### src/rtl/prog_bitstream_loader.sv
// rtl/prog_bitstream_loader.sv - serializes config bytes LSB-first onto the tinyFPGA prog chain
// and assembles the bits returned on the chain's data-out into readback bytes.
module prog_bitstream_loader #(
   parameter int CHAIN_LEN = 64,
   parameter int CLK_DIV   = 2
) (
   input  logic       clk,
   input  logic       rst,
   input  logic       start,
   input  logic [7:0] data_in,
   input  logic       data_valid,
   output logic       data_ready,
   output logic       prog_clk,
   output logic       prog_rst,
   output logic       prog_en,
   output logic       prog_data,
   input  logic       prog_data_ret,
   output logic [7:0] readback_byte,
   output logic       readback_valid,
   output logic       busy,
   output logic       done
);

   localparam int CW = $clog2(CHAIN_LEN + 1);
   localparam int DW = $clog2(2 * CLK_DIV) + 1;
   localparam logic [DW-1:0] RST_LAST = DW'(2 * CLK_DIV - 1);
   localparam logic [DW-1:0] PH_LAST  = DW'(CLK_DIV - 1);
   localparam logic [CW-1:0] BIT_LAST = CW'(CHAIN_LEN - 1);

   typedef enum logic [2:0] {IDLE, CHAIN_RST, WAIT_BYTE, SHIFT, FINISH} state_t;

   state_t          state, state_nxt;
   logic [DW-1:0]   div_cnt;
   logic            phase;
   logic [2:0]      bit_idx;
   logic [CW-1:0]   bit_cnt;
   logic [7:0]      shreg;
   logic [7:0]      rb_shift;
   logic            ph_end;
   logic            byte_end;

   assign ph_end   = (div_cnt == PH_LAST);
   // A byte closes after 8 bits, or early on the chain's last bit.
   assign byte_end = (bit_idx == 3'd7) || (bit_cnt == BIT_LAST);

   always_ff @(posedge clk or posedge rst) begin
      if (rst) state <= IDLE;
      else     state <= state_nxt;
   end

   always_comb begin
      state_nxt  = state;
      busy       = 1'b1;
      data_ready = 1'b0;
      prog_clk   = 1'b0;
      prog_rst   = 1'b0;
      prog_en    = 1'b0;
      prog_data  = 1'b0;
      case (state)
         IDLE: begin
            busy = 1'b0;
            if (start) state_nxt = CHAIN_RST;
         end
         CHAIN_RST: begin
            prog_rst = 1'b1;
            if (div_cnt == RST_LAST) state_nxt = WAIT_BYTE;
         end
         WAIT_BYTE: begin
            data_ready = 1'b1;
            prog_en    = 1'b1;
            if (data_valid) state_nxt = SHIFT;
         end
         SHIFT: begin
            prog_en   = 1'b1;
            prog_clk  = phase;
            prog_data = shreg[0];
            if (phase && ph_end && byte_end)
               state_nxt = (bit_cnt == BIT_LAST) ? FINISH : WAIT_BYTE;
         end
         FINISH:  state_nxt = IDLE;
         default: state_nxt = IDLE;
      endcase
   end

   always_ff @(posedge clk or posedge rst) begin
      if (rst) begin
         div_cnt        <= '0;
         phase          <= 1'b0;
         bit_idx        <= 3'd0;
         bit_cnt        <= '0;
         shreg          <= 8'd0;
         rb_shift       <= 8'd0;
         readback_byte  <= 8'd0;
         readback_valid <= 1'b0;
         done           <= 1'b0;
      end else begin
         readback_valid <= 1'b0;
         case (state)
            IDLE: begin
               if (start) begin
                  done    <= 1'b0;
                  bit_cnt <= '0;
                  div_cnt <= '0;
               end
            end
            CHAIN_RST: begin
               div_cnt <= (div_cnt == RST_LAST) ? '0 : div_cnt + DW'(1);
            end
            WAIT_BYTE: begin
               if (data_valid) begin
                  shreg    <= data_in;
                  bit_idx  <= 3'd0;
                  div_cnt  <= '0;
                  phase    <= 1'b0;
                  rb_shift <= 8'd0;
               end
            end
            SHIFT: begin
               if (!ph_end) begin
                  div_cnt <= div_cnt + DW'(1);
               end else if (!phase) begin
                  // Returned bit is taken just before the chain's rising edge.
                  rb_shift <= {prog_data_ret, rb_shift[7:1]};
                  phase    <= 1'b1;
                  div_cnt  <= '0;
               end else begin
                  phase   <= 1'b0;
                  div_cnt <= '0;
                  shreg   <= shreg >> 1;
                  bit_cnt <= bit_cnt + CW'(1);
                  bit_idx <= bit_idx + 3'd1;
                  if (byte_end) begin
                     readback_valid <= 1'b1;
                     readback_byte  <= rb_shift >> (3'd7 - bit_idx);
                  end
               end
            end
            FINISH:  done <= 1'b1;
            default: ;
         endcase
      end
   end

endmodule

### config.mk
export PLATFORM = sky130hd
export DESIGN_NAME = prog_bitstream_loader
export DESIGN_NICKNAME = d
export VERILOG_FILES = /design/src/rtl/prog_bitstream_loader.sv
export SDC_FILE = /design/constraint.sdc
export NUM_CORES = 1
export LEC_CHECK = 0
export CAP_MARGIN = 20
export CORE_ASPECT_RATIO = 0.7
export CORE_MARGIN = 8
export CORE_UTILIZATION = 39
export CTS_BUF_LIST = sky130_fd_sc_hd__clkbuf_4
export CTS_CLUSTER_SIZE = 14
export DETAILED_ROUTE_END_ITERATION = 12
export HOLD_SLACK_MARGIN = 0.06
export PLACE_DENSITY = 0.63
export RECOVER_POWER = 50
export SETUP_SLACK_MARGIN = 0.5
export SYNTH_ARGS = -nofsm -noshare
export SYNTH_HDL_FRONTEND = slang
export SYNTH_SLANG_ARGS = --single-unit
### constraint.sdc
create_clock -name clk -period 1.69 [get_ports clk]
set_input_delay 0.338 -clock clk [delete_from_list [all_inputs] [get_ports clk]]
set_output_delay 0.338 -clock clk [all_outputs]
set_load 0.05 [all_outputs]
# Word level (Yosys, flattened, before mapping)
# Index checks and enable logic that the tools add are counted.
# word_totals
ff_bits	43
inputBits	13
out_inout_bits	16
wordCells	89
# op_classes
add_sub_neg	4
n_eq_ne	15
shift	1
muxes	42
n_reduce_logical	17
# ops
cell	n
two-way mux 8 bit	6
two-way mux 3 bit	11
case mux 8 bit (2 select lines)	2
case mux 3 bit (4 select lines)	2
two-way mux 7 bit	3
AND reduction 4 bit	5
two-way mux 1 bit	14
!= test 2 bit, second input constant	7
case mux 7 bit (2 select lines)	1
equality test 3 x 2 -> 1 bit, second input constant	3
right shift 8 x 3 -> 8 bit	1
adder 7 x 1 -> 7 bit, second input constant	1
equality test 7 x 6 -> 1 bit, second input constant	1
adder 3 x 1 -> 3 bit, second input constant	2
equality test 3 x 1 -> 1 bit, second input constant	2
equality test 3 bit, second input constant	2
case mux 3 bit (2 select lines)	1
AND reduction 3 bit	2
nonzero test 2 bit	3
case mux 1 bit (2 select lines)	2
nonzero test 4 bit	1
logical NOT 3 bit	1
subtractor 3 bit, first input constant	1
logical AND 1 bit	2
3 further kinds	3

# Logic depth before layout (Yosys ltp)
# depth
ltp_word	6
depth_mapped	7
ltp_nobuf	6

# Worst setup path before layout
# No wires, ideal clock.
# synth_timing
kind	reg2reg
start	register state[0]
end	register div_cnt[0]
setup_ns	0.083
arrival_ns	2.207
t_required_ns	1.607
path_slack_ns	-0.600
path_stages_with_launch	6
path_buffers	1
synth_period_minus_slack_ns	2.290
cell_sequence	dfrtp_1 buf_2 inv_1 nor3_1 a21boi_0 mux2i_1
# synth_via
elab_chain_cells	3
word_cells_on_any_way	9
cone_classes	eq/ne (5); mux (1); reduce/logical (3)
# synth_lines
element	line	rtl
start, declared	32	state_t state, state_nxt;
start signal, assigned	48	else state <= state_nxt;
equality test 3 x 2 -> 1 bit (tied with other cells)	98	case (state)
nonzero test 4 bit (no line) or != test 2 bit (tied branches)	--	
AND reduction 3 bit (no line)	--	
end signal, assigned	107	div_cnt <= (div_cnt == RST_LAST) ? '0 : div_cnt + DW'(1);
end signal, assigned	120	div_cnt <= div_cnt + DW'(1);
end, declared	33	logic [DW-1:0] div_cnt;
# Parallel ways exist; a longest one is shown, timed or not.
# A chain may end at the register's enable or synchronous reset.

# Final worst setup path
# layout_timing
start	register state[1]
end	output prog_data
# layout_via
elab_chain_cells	2
# layout_lines
element	line	rtl
equality test 3 x 2 -> 1 bit	59	case (state)
two-way mux 1 bit	59	
end, declared	16	output logic prog_data,
# No other way between the ends.

==> impl_results.md <==
- Hold-fix buffers, CTS: 0
- RSZ-0062 raised after global routing: true
- Vias in the first global route: 1,994
- Vias: 2,049
- CP required: 1.35 ns
- Most used routing layer: met2
- Slew HR: 27.6%
- Worst Setup End Kind: primary output
- Number of flops mapped to enable cells by yosys: 0
- Area Growth Syn to Fin: 70.7%
- Die height: 79.4 um
- First-pass GRT wire length: 10,000 um
- TritonCTS clock tree: built
- Tmin final: 1.77 ns
- Skew final: 0.0256 ns
- Static leakage: 0.00173 uW
- Top-area cell type share of the netlist area: 48.0%
- H-Tree Depth: 2
- Average size of a mapped cell: 10.0 um^2
- Die area: 8460 um^2
- Fin crit share: 105%
- Final setup TNS: -0.723 ns
- ANT cells: 0
- Synth Register Bits: 43
- Setup crit start kind: flip-flop
- Met2 Use GR: 22.3%
- Min-delay src: data_in[4]
- Slew Limit Fails: 0
- Die Span X: 107 um
- Reg-to-Reg Start: state[1]
- Initial antenna violation count: 0
- Max cap viols: 0
- Reg2reg end: bit_idx[0]
- FP Rows: 23
- Total CTS buffers: 5
- Violated checks: negative setup slack
- Mapped cell area: 2240 um^2
- Initial Util: 39.7%
- Worst R2R Path Depth: 8
- Met3 usage: 3.71%
- Remaining Overflow, GRT: 0
- Global Route met1 Usage: 20.6%
- Post-synth top cells: dfrtp_1 (43), nand2_1 (33), nor2_1 (16), inv_1 (12), a22o_1 (10)
- Sequential area share after synthesis: 48.0%
- Ports: 29
- Layout cells sized above 1: 50.5%
- Syn Inst Count: 223
- Drt initial violations: 103
- Final nets: 340
- HPWL Detailed: 3920 um
- Prevailing post-synth register cell: dfrtp_1
- Worst reg-to-reg setup slack: -0.06 ns
- # port buffers: 28
- Synth cell types: 43
- # DRC: 0
- Crit Path Max Fanout: 3
- WHS: 0.505 ns
- Syn. warnings: 0
- Maximum VDD drop: 0.959 mV
- DR WL/cell: 16.5 um
- Worst Hold Class: input pin to flip-flop
- Skew-Pair Late Insertion Delay: 0.37 ns
- Antenna Nets Post-Route: 0
- Clock Root Buffer: clkbuf_4
- WP data arrival: 1.43 ns
- Post-route setup slack: -0.0806 ns
- Top-count cell post-synth: dfrtp_1
- Top cells by area, synth: dfrtp_1 (48%), nand2_1 (5.5%), mux2_2 (4.5%)
- Pwr dens: 1660 nW/um^2
- Clock Path Buffers: 2
- Fillers: 419
- Worst Hold Depth: 3
- Worst Setup Path Type: flip-flop to primary output
- GRT Util Overall: 14.7%
- Core area: 5640 um^2
- # clock sinks: 43
- Dominant cell type by area after synthesis: dfrtp_1
- Hold endpoint: shreg[4]
- Largest net degree at the start of global routing: 44
- Fin util: 67.8%
- Max Clk Rate: 565 MHz
- Drt first pass iters: 4
- Reg clk slew, reported paths: 0.15 ns
- Final hold vios: 0
- Status: complete, but fails checks
- Final setup fails: 21
- Post-synth ARST share: 100%
- Worst-Margin Slew: 1.09 ns
- Vias per Instance: 5.17
- Syn Nets: 243
- RD Place Congestion: 0.815
- Power Total: 6360 uW
- Total wire length: 6540 um
[layout by cell type, fill, tap and decap left out, drive strengths merged, types with 3 or more instances in the layout]
master / n
xnor2: 3
o21ai: 12
nor3: 5
nand3: 6
clkbuf: 9
mux2: 9
buf: 84
nor2: 17
nand2b: 4
ha: 7
clkdlybuf4s50: 12
nand2: 34
o41ai: 3
a31oi: 8
inv: 10
dfrtp: 43
mux2i: 8
a21oi: 6
nand3b: 3
a22o: 10
[worst max-delay path, stage by stage, from the launching register on]
cell	delay (ns)
dfrtp_1	0.44
and3b_2	0.23
buf_6	0.13
and2_4	0.14
buf_12	0.14
[per-layer routing]
metal	vias to the layer above	wire [um]
li1	995	-
met2	36	3110
met5	-	0
met4	0	51
met1	1014	3080
met3	4	298
[final cells by class]
type	instances	area, um^2	share of cell area (%)
sequential	43	1080	28.1
multi-input combinational	159	1450	37.9
inverter	12	57.6	1.51
timing repair buffer	99	1040	27.2
tap	75	93.8	2.45
clock buffer	6	45.0	1.18
clock inverter	2	60.1	1.57
[logic make-up (layout without fill, tap and decap cells)]
family	Yosys count	in the layout	share of synthesized area, %
AOI/OAI and AO/OA	52	52	16.9
xor gates and xnor gates	3	3	1.17
adders and majority gates	7	7	3.91
buffers and inverters	22	119	4.75
DFF	43	43	48.0
muxes	17	17	8.10
and+or+nand+nor	79	80	17.2
[worst max path at each step]
stage                          start                to  slack [ns]  cells after the start
after global placement    data_valid       rb_shift[7]       -0.05                      5
final                       state[1]         prog_data       -0.08                      4
after detailed placement  data_valid       rb_shift[0]       -0.09                      5
after floorplan           div_cnt[1]  readback_byte[0]        0.11                      7
after CTS                 div_cnt[1]          shreg[5]       -0.06                      8
after global routing        state[1]          prog_clk       -0.14                      5
[flip-flops by register name (all words and copies together), names as in the netlist]
| name | cells |
|---|---|
| rb_shift | 8 |
| div_cnt | 3 |
| readback_byte | 8 |
| done | 1 |
| phase | 1 |
| state | 3 |
| bit_idx | 3 |
| readback_valid | 1 |
| bit_cnt | 7 |
| shreg | 8 |
[per-stage QoR]
step | instances | cell area, um^2 | setup WS, ns
finish | 396 | 3820 | -0.0806
global route | 396 | 3820 | -0.138
CTS | 377 | 3510 | -0.0572
detailed placement | 339 | 2870 | -0.0869
global placement | 339 | 2870 | -0.0453
floorplan | 223 | 2370 | 0.106
[where the power goes]
| part | leakage [uW] | internal [uW] | total, uW | switching, uW |
|---|---|---|---|---|
| Clock | 0.0000559 | 478 | 841 | 363 |
| Sequential | 0.000539 | 1330 | 1620 | 293 |
| Combinational | 0.00113 | 2010 | 3900 | 1890 |
[what timing repair did]
action,in CTS,in global routing
cloned,2,2
setup endpoints to repair,58,59
pin swaps,27,20
setup buffers,28,17
gates resized for setup,71,32
hold endpoints to repair,0,0
Note: power is estimated with default switching activity, not from simulation.
